==> src/rtl/gate_exerciser_pkg.sv <==
// Shared definitions for the gate exerciser: FSM state encoding and the bit
// position of each gate within the 7-bit gate vector.
package gate_exerciser_pkg;

  typedef enum logic [1:0] {
    ST_IDLE   = 2'd0,
    ST_SETTLE = 2'd1,
    ST_CHECK  = 2'd2,
    ST_DONE   = 2'd3
  } state_t;

  localparam int NUM_GATES = 7;

  localparam int GATE_AND  = 0;
  localparam int GATE_NAND = 1;
  localparam int GATE_OR   = 2;
  localparam int GATE_NOR  = 3;
  localparam int GATE_NOT  = 4;
  localparam int GATE_XOR  = 5;
  localparam int GATE_XNOR = 6;

  localparam int NUM_VECS = 4;

endpackage

==> src/rtl/gate_exerciser_golden.sv <==
// Golden truth table for the two-input gate unit.
// Ports:
//   a_i, b_i  : stimulus inputs
//   gold_o    : expected gate outputs {XNOR,XOR,NOT,NOR,OR,NAND,AND}
module gate_exerciser_golden
  import gate_exerciser_pkg::*;
(
  input  logic                 a_i,
  input  logic                 b_i,
  output logic [NUM_GATES-1:0] gold_o
);

  always_comb begin
    gold_o            = '0;
    gold_o[GATE_AND]  = a_i & b_i;
    gold_o[GATE_NAND] = ~(a_i & b_i);
    gold_o[GATE_OR]   = a_i | b_i;
    gold_o[GATE_NOR]  = ~(a_i | b_i);
    gold_o[GATE_NOT]  = ~a_i;  // single-input gate, B does not participate
    gold_o[GATE_XOR]  = a_i ^ b_i;
    gold_o[GATE_XNOR] = ~(a_i ^ b_i);
  end

endmodule

==> src/rtl/gate_exerciser.sv <==
// Stimulus/response checker for the two-input gate unit. Steps A/B through
// the four input vectors, waits SETTLE_CYCLES per vector, then compares the
// seven gate outputs against the golden table.
// Ports:
//   clk, rst_n  : clock (rising edge), async active-low reset
//   start       : level, sampled only in IDLE, begins a run
//   gate_i      : gate unit outputs {XNOR,XOR,NOT,NOR,OR,NAND,AND}
//   a_o, b_o    : registered stimulus to the gate unit
//   busy        : high from run start until DONE exits
//   done        : one-cycle completion pulse
//   pass        : no mismatches in last run; valid from done to next start
//   err_vec     : sticky per-gate mismatch mask
//   err_cnt     : number of vectors with at least one mismatch
//   fail_idx    : first failing vector {A,B}, 0 if none
//
// state  | meaning
// IDLE   | waiting for start; results of last run held
// SETTLE | A/B driven, counting down settle time
// CHECK  | one cycle: compare gate_i with golden, advance vector
// DONE   | one cycle: done pulse, pass valid
module gate_exerciser
  import gate_exerciser_pkg::*;
#(
  parameter int                   SETTLE_CYCLES = 2,
  parameter int                   CNT_W         = 4,
  parameter logic [NUM_GATES-1:0] GATE_MASK     = 7'h7F
) (
  input  logic                 clk,
  input  logic                 rst_n,
  input  logic                 start,
  input  logic [NUM_GATES-1:0] gate_i,
  output logic                 a_o,
  output logic                 b_o,
  output logic                 busy,
  output logic                 done,
  output logic                 pass,
  output logic [NUM_GATES-1:0] err_vec,
  output logic [2:0]           err_cnt,
  output logic [1:0]           fail_idx
);

  // Counter counts down to zero, so SETTLE lasts exactly SETTLE_CYCLES cycles.
  localparam logic [CNT_W-1:0] CNT_LOAD = CNT_W'(SETTLE_CYCLES - 1);

  state_t               state_q, state_d;
  logic [1:0]           vec_q, vec_d;
  logic [CNT_W-1:0]     cnt_q, cnt_d;
  logic [NUM_GATES-1:0] err_vec_q, err_vec_d;
  logic [2:0]           err_cnt_q, err_cnt_d;
  logic [1:0]           fail_idx_q, fail_idx_d;
  logic                 pass_q, pass_d;

  logic [NUM_GATES-1:0] gold;
  logic [NUM_GATES-1:0] mism;

  gate_exerciser_golden u_golden (
    .a_i    (vec_q[1]),
    .b_i    (vec_q[0]),
    .gold_o (gold)
  );

  assign mism = (gate_i ^ gold) & GATE_MASK;

  always_comb begin
    state_d    = state_q;
    vec_d      = vec_q;
    cnt_d      = cnt_q;
    err_vec_d  = err_vec_q;
    err_cnt_d  = err_cnt_q;
    fail_idx_d = fail_idx_q;
    pass_d     = pass_q;

    case (state_q)
      ST_IDLE: begin
        if (start) begin
          state_d    = ST_SETTLE;
          vec_d      = 2'd0;
          cnt_d      = CNT_LOAD;
          err_vec_d  = '0;
          err_cnt_d  = '0;
          fail_idx_d = '0;
          pass_d     = 1'b0;
        end
      end

      ST_SETTLE: begin
        if (cnt_q == '0) begin
          state_d = ST_CHECK;
        end else begin
          cnt_d = cnt_q - CNT_W'(1);
        end
      end

      ST_CHECK: begin
        err_vec_d = err_vec_q | mism;
        if (mism != '0) begin
          // At most four vectors, so the 3-bit count never wraps.
          err_cnt_d = err_cnt_q + 3'd1;
          if (err_cnt_q == '0) begin
            fail_idx_d = vec_q;
          end
        end
        if (vec_q != 2'd3) begin
          vec_d   = vec_q + 2'd1;
          cnt_d   = CNT_LOAD;
          state_d = ST_SETTLE;
        end else begin
          // Registered here so pass is valid in the same cycle as done.
          pass_d  = (err_vec_d == '0);
          state_d = ST_DONE;
        end
      end

      ST_DONE: begin
        state_d = ST_IDLE;
      end

      default: begin
        state_d = ST_IDLE;
      end
    endcase
  end

  always_ff @(posedge clk or negedge rst_n) begin
    if (!rst_n) begin
      state_q    <= ST_IDLE;
      vec_q      <= 2'd0;
      cnt_q      <= '0;
      err_vec_q  <= '0;
      err_cnt_q  <= '0;
      fail_idx_q <= '0;
      pass_q     <= 1'b0;
    end else begin
      state_q    <= state_d;
      vec_q      <= vec_d;
      cnt_q      <= cnt_d;
      err_vec_q  <= err_vec_d;
      err_cnt_q  <= err_cnt_d;
      fail_idx_q <= fail_idx_d;
      pass_q     <= pass_d;
    end
  end

  // The vector register doubles as the stimulus; it rests at 11 after a run.
  assign a_o      = vec_q[1];
  assign b_o      = vec_q[0];
  assign busy     = (state_q != ST_IDLE);
  assign done     = (state_q == ST_DONE);
  assign pass     = pass_q;
  assign err_vec  = err_vec_q;
  assign err_cnt  = err_cnt_q;
  assign fail_idx = fail_idx_q;

endmodule
==> config.mk <==
export PLATFORM = sky130hd
export DESIGN_NAME = gate_exerciser
export DESIGN_NICKNAME = d
export VERILOG_FILES = /design/src/rtl/gate_exerciser_pkg.sv /design/src/rtl/gate_exerciser_golden.sv /design/src/rtl/gate_exerciser.sv
export SDC_FILE = /design/constraint.sdc
export NUM_CORES = 1
export LEC_CHECK = 0
export ABC_CLOCK_PERIOD_IN_PS = 2260
export BUFFER_PORTS_ARGS = -buffer_cell sky130_fd_sc_hd__buf_2
export CORE_ASPECT_RATIO = 0.6
export CORE_MARGIN = 3
export CORE_UTILIZATION = 55
export CTS_BUF_LIST = sky130_fd_sc_hd__clkbuf_8
export DETAILED_ROUTE_END_ITERATION = 10
export GPL_TIMING_DRIVEN = 1
export PLACE_DENSITY = 0.86
export SLEW_MARGIN = 15
export SYNTH_ARGS = -nofsm -noshare
export SYNTH_HDL_FRONTEND = slang
export SYNTH_SLANG_ARGS = --single-unit
==> constraint.sdc <==
create_clock -name clk -period 2.26 [get_ports clk]
set_input_delay 0.339 -clock clk [delete_from_list [all_inputs] [get_ports clk]]
set_output_delay 0.339 -clock clk [all_outputs]
set_load 0.02 [all_outputs]
==> impl_metrics.env <==
export IMPL_drv_slew=0
export IMPL_clockBufferDepth=2
export IMPL_ctsHtreeMaxLevel=1
export IMPL_die_w_um=66.2
export IMPL_grt_overflow=0
export IMPL_synth_top_family_by_area="simple AND/OR/NAND/NOR gates"
export IMPL_yosys_top_cells_area="dfrtp_1 44%, ha_1 6.3%, nand2_1 6.0%"
export IMPL_drv_cap=0
export IMPL_final_common_cell="buf_2"
export IMPL_cts_made_buffers=3
export IMPL_hold_class="in -> async"
export IMPL_grt_pass1_vias=970
export IMPL_status="finished clean"
export IMPL_synth_top_area_share_pct=43.9
export IMPL_synth_fa_ha_area_share_pct=6.28
export IMPL_syn_to_final_growth_pct=18.0
export IMPL_worstReg2RegStart="vec_q[0]"
export IMPL_p_switching_w=0.000782
export IMPL_post_cts_buffers=0
export IMPL_grt_pass1_wl_um=4400
export IMPL_grt_max_degree=22
export IMPL_combPwrFrac_pct=51.4
export IMPL_synth_xor_area_share_pct=5.13
export IMPL_rsz0062_at_grt="no"
export IMPL_vias_per_cell=5.43
export IMPL_clkPwrFrac_pct=13.4
export IMPL_final_area_um2=1410
export IMPL_chipHeight_um=42.1
export IMPL_hpwl_um=1980
export IMPL_placed_area_um2=1370
export IMPL_yosys_warnings=0
export IMPL_wl_per_cell_um=13.7
export IMPL_setup_viol=0
export IMPL_antenna_found_initial=0
export IMPL_dr_pass1_iters=4
export IMPL_cp_max_fo=8
export IMPL_yosysTopAreaCell="dfrtp_1"
export IMPL_power_frac_seq_pct=35.2
export IMPL_finalCritPeriodShare_pct=90.1
export IMPL_wl_um=2520
export IMPL_vias=999
export IMPL_synth_cells=127
export IMPL_startpoint_type="register"
export IMPL_drc_errors=0
export IMPL_r2r_setup_slack_ns=0.22
export IMPL_period_needed_ns=2.04
export IMPL_holdWs_ns=0.0230
export IMPL_slew_headroom_pct=69.5
export IMPL_nets=173
export IMPL_finalPower_w=0.00176
export IMPL_drtAntennaViolNets=0
export IMPL_seq_area_frac_synth_pct=43.9
export IMPL_synth_fp_nets=143
export IMPL_r2r_cells=6
export IMPL_hold_violations=0
export IMPL_async_flop_share_pct=100
export IMPL_die_area_um2=2790
export IMPL_critPathArrivalTime_ns=2.18
export IMPL_drt_iter0_markers=35
export IMPL_rows=12
export IMPL_syn_avg_cell_area_um2=9.42
export IMPL_worst_setup_path_type="reg -> reg"
export IMPL_intPower_w=0.000979
export IMPL_clk_latency_ns=0.25
export IMPL_clock_sinks=21
export IMPL_rr_endpoint="err_cnt[2]"
export IMPL_grt_util_all_layers_pct=20.5
export IMPL_clk_pin_slew_ns=0.07
export IMPL_synth_flop_cell="dfrtp_1"
export IMPL_synth_compound_area_share_pct=16.3
export IMPL_cp_required_ns=2.41
export IMPL_cts_tree="done"
export IMPL_timing_fmax_mhz=491
export IMPL_gp_congestion=0.835
export IMPL_cts_resized_gates=0
export IMPL_crit_path_end_kind="register"
export IMPL_root_buffer="clkbuf_8"
export IMPL_synth_mux_area_share_pct=2.72
export IMPL_drive_gt1_share_pct=24.4
export IMPL_start_util_pct=61.3
export IMPL_swShare_pct=44.4
export IMPL_synth_simple_area_share_pct=22.5
export IMPL_tightest_slew_ns=0.457
export IMPL_core_um2=1950
export IMPL_peakVddDrop_mv=0.970
export IMPL_p_leak_nw=0.759
export IMPL_ctsHoldBuffers=0
export IMPL_ys_types=37
export IMPL_pin_count=27
export IMPL_synth_seq_cells=21
export IMPL_skew_ns=0.00304
export IMPL_n_antenna_cell=0
export IMPL_synth_edf_count=0
export IMPL_synth_area_um2=1200
export IMPL_finalSetupTns_ns=0
export IMPL_portBuffers=26
export IMPL_p_per_area_nw_per_um2=1250
export IMPL_final_cell_mix="26 x buf_2, 20 x dfrtp_1, 19 x nand2_1"
==> area by class of cell <==
| type | instances | area, um2 |
|---|---|---|
| multi-input combinational | 96 | 633 |
| sequential | 21 | 527 |
| clock buffer | 3 | 41.3 |
| inverter | 7 | 26.3 |
| timing repair buffer | 28 | 145 |
| tap | 28 | 35.0 |
| fill | 150 | 541 |
| clock inverter | 1 | 3.75 |
==> stage by stage <==
step / utilization, % / instances / setup slack [ns]
global placement: 69.9 / 180 / 0.278
CTS: 72.2 / 184 / 0.164
global route: 72.3 / 184 / 0.0539
floorplan: - / 127 / 0.228
finish: 72.3 / 184 / 0.224
detailed placement: 69.9 / 180 / 0.189
==> metal layers <==
metal / vias to the layer above / global-route usage (%) / share of wire, %
li1: 499 / - / -
met1: 466 / 28.2 / 50
met2: 32 / 31.8 / 42
met3: 2 / 6.70 / 7.1
met4: 0 / 3.64 / 0.68
met5: - / 0 / 0
==> sequential cells by signal (all words and copies together) (netlist names) <==
signal    flops
cnt_q         4
err_cnt       3
err_vec       7
fail_idx      2
pass          1
state_q       2
vec_q         2
==> synthesized netlist by cell type, types with 3 or more instances <==
library cell and n:
dfrtp_1 21, nand2b_1 3, inv_1 7, and3b_1 3, o21ai_0 12, nor2_1 10, xor2_1 4, nor3_1 3
clkbuf_1 3, xnor2_1 3, nand2_1 19, ha_1 6
==> how the worst max path moves through the flow <==
stage,startpoint,endpoint,slack [ns],depth (start not counted)
3_3_place_gp,vec_q[0],err_cnt[2],0.28,6
3_5_place_dp,vec_q[0],err_cnt[2],0.19,6
4_1_cts,vec_q[0],err_cnt[2],0.16,6
5_1_grt,vec_q[1],err_cnt[2],0.05,6
6_report,vec_q[0],err_cnt[2],0.22,6
2_1_floorplan,vec_q[1],err_cnt[2],0.23,6
==> cell families after synthesis <==
| logic type | count (synthesis) |
|---|---|
| buffers and inverters | 10 |
| AO/OA/AOI/OAI | 27 |
| AND/OR/NAND/NOR | 53 |
| flip-flops | 21 |
| multiplexers | 3 |
| XOR/XNOR | 7 |
| adder cells (fa/ha/maj) | 6 |
==> power groups by stage <==
stage	registers (W)	clock network (W)	logic, W
floorplan	0.000688	0	0.000577
global placement	0.000613	0	0.000877
detailed placement	0.000622	0	0.000902
CTS	0.000616	0.000243	0.000906
global route	0.000640	0.000265	0.00102
finish	0.000620	0.000236	0.000905
==> critical path: stages, from the launching register on <==
cell and delay (ns):
dfrtp_2 0.44, inv_1 0.06, ha_1 0.36, and3b_1 0.22, o211ai_1 0.28, o21ai_0 0.20
a221o_1 0.37
Note: power is estimated with default switching activity, not from simulation.
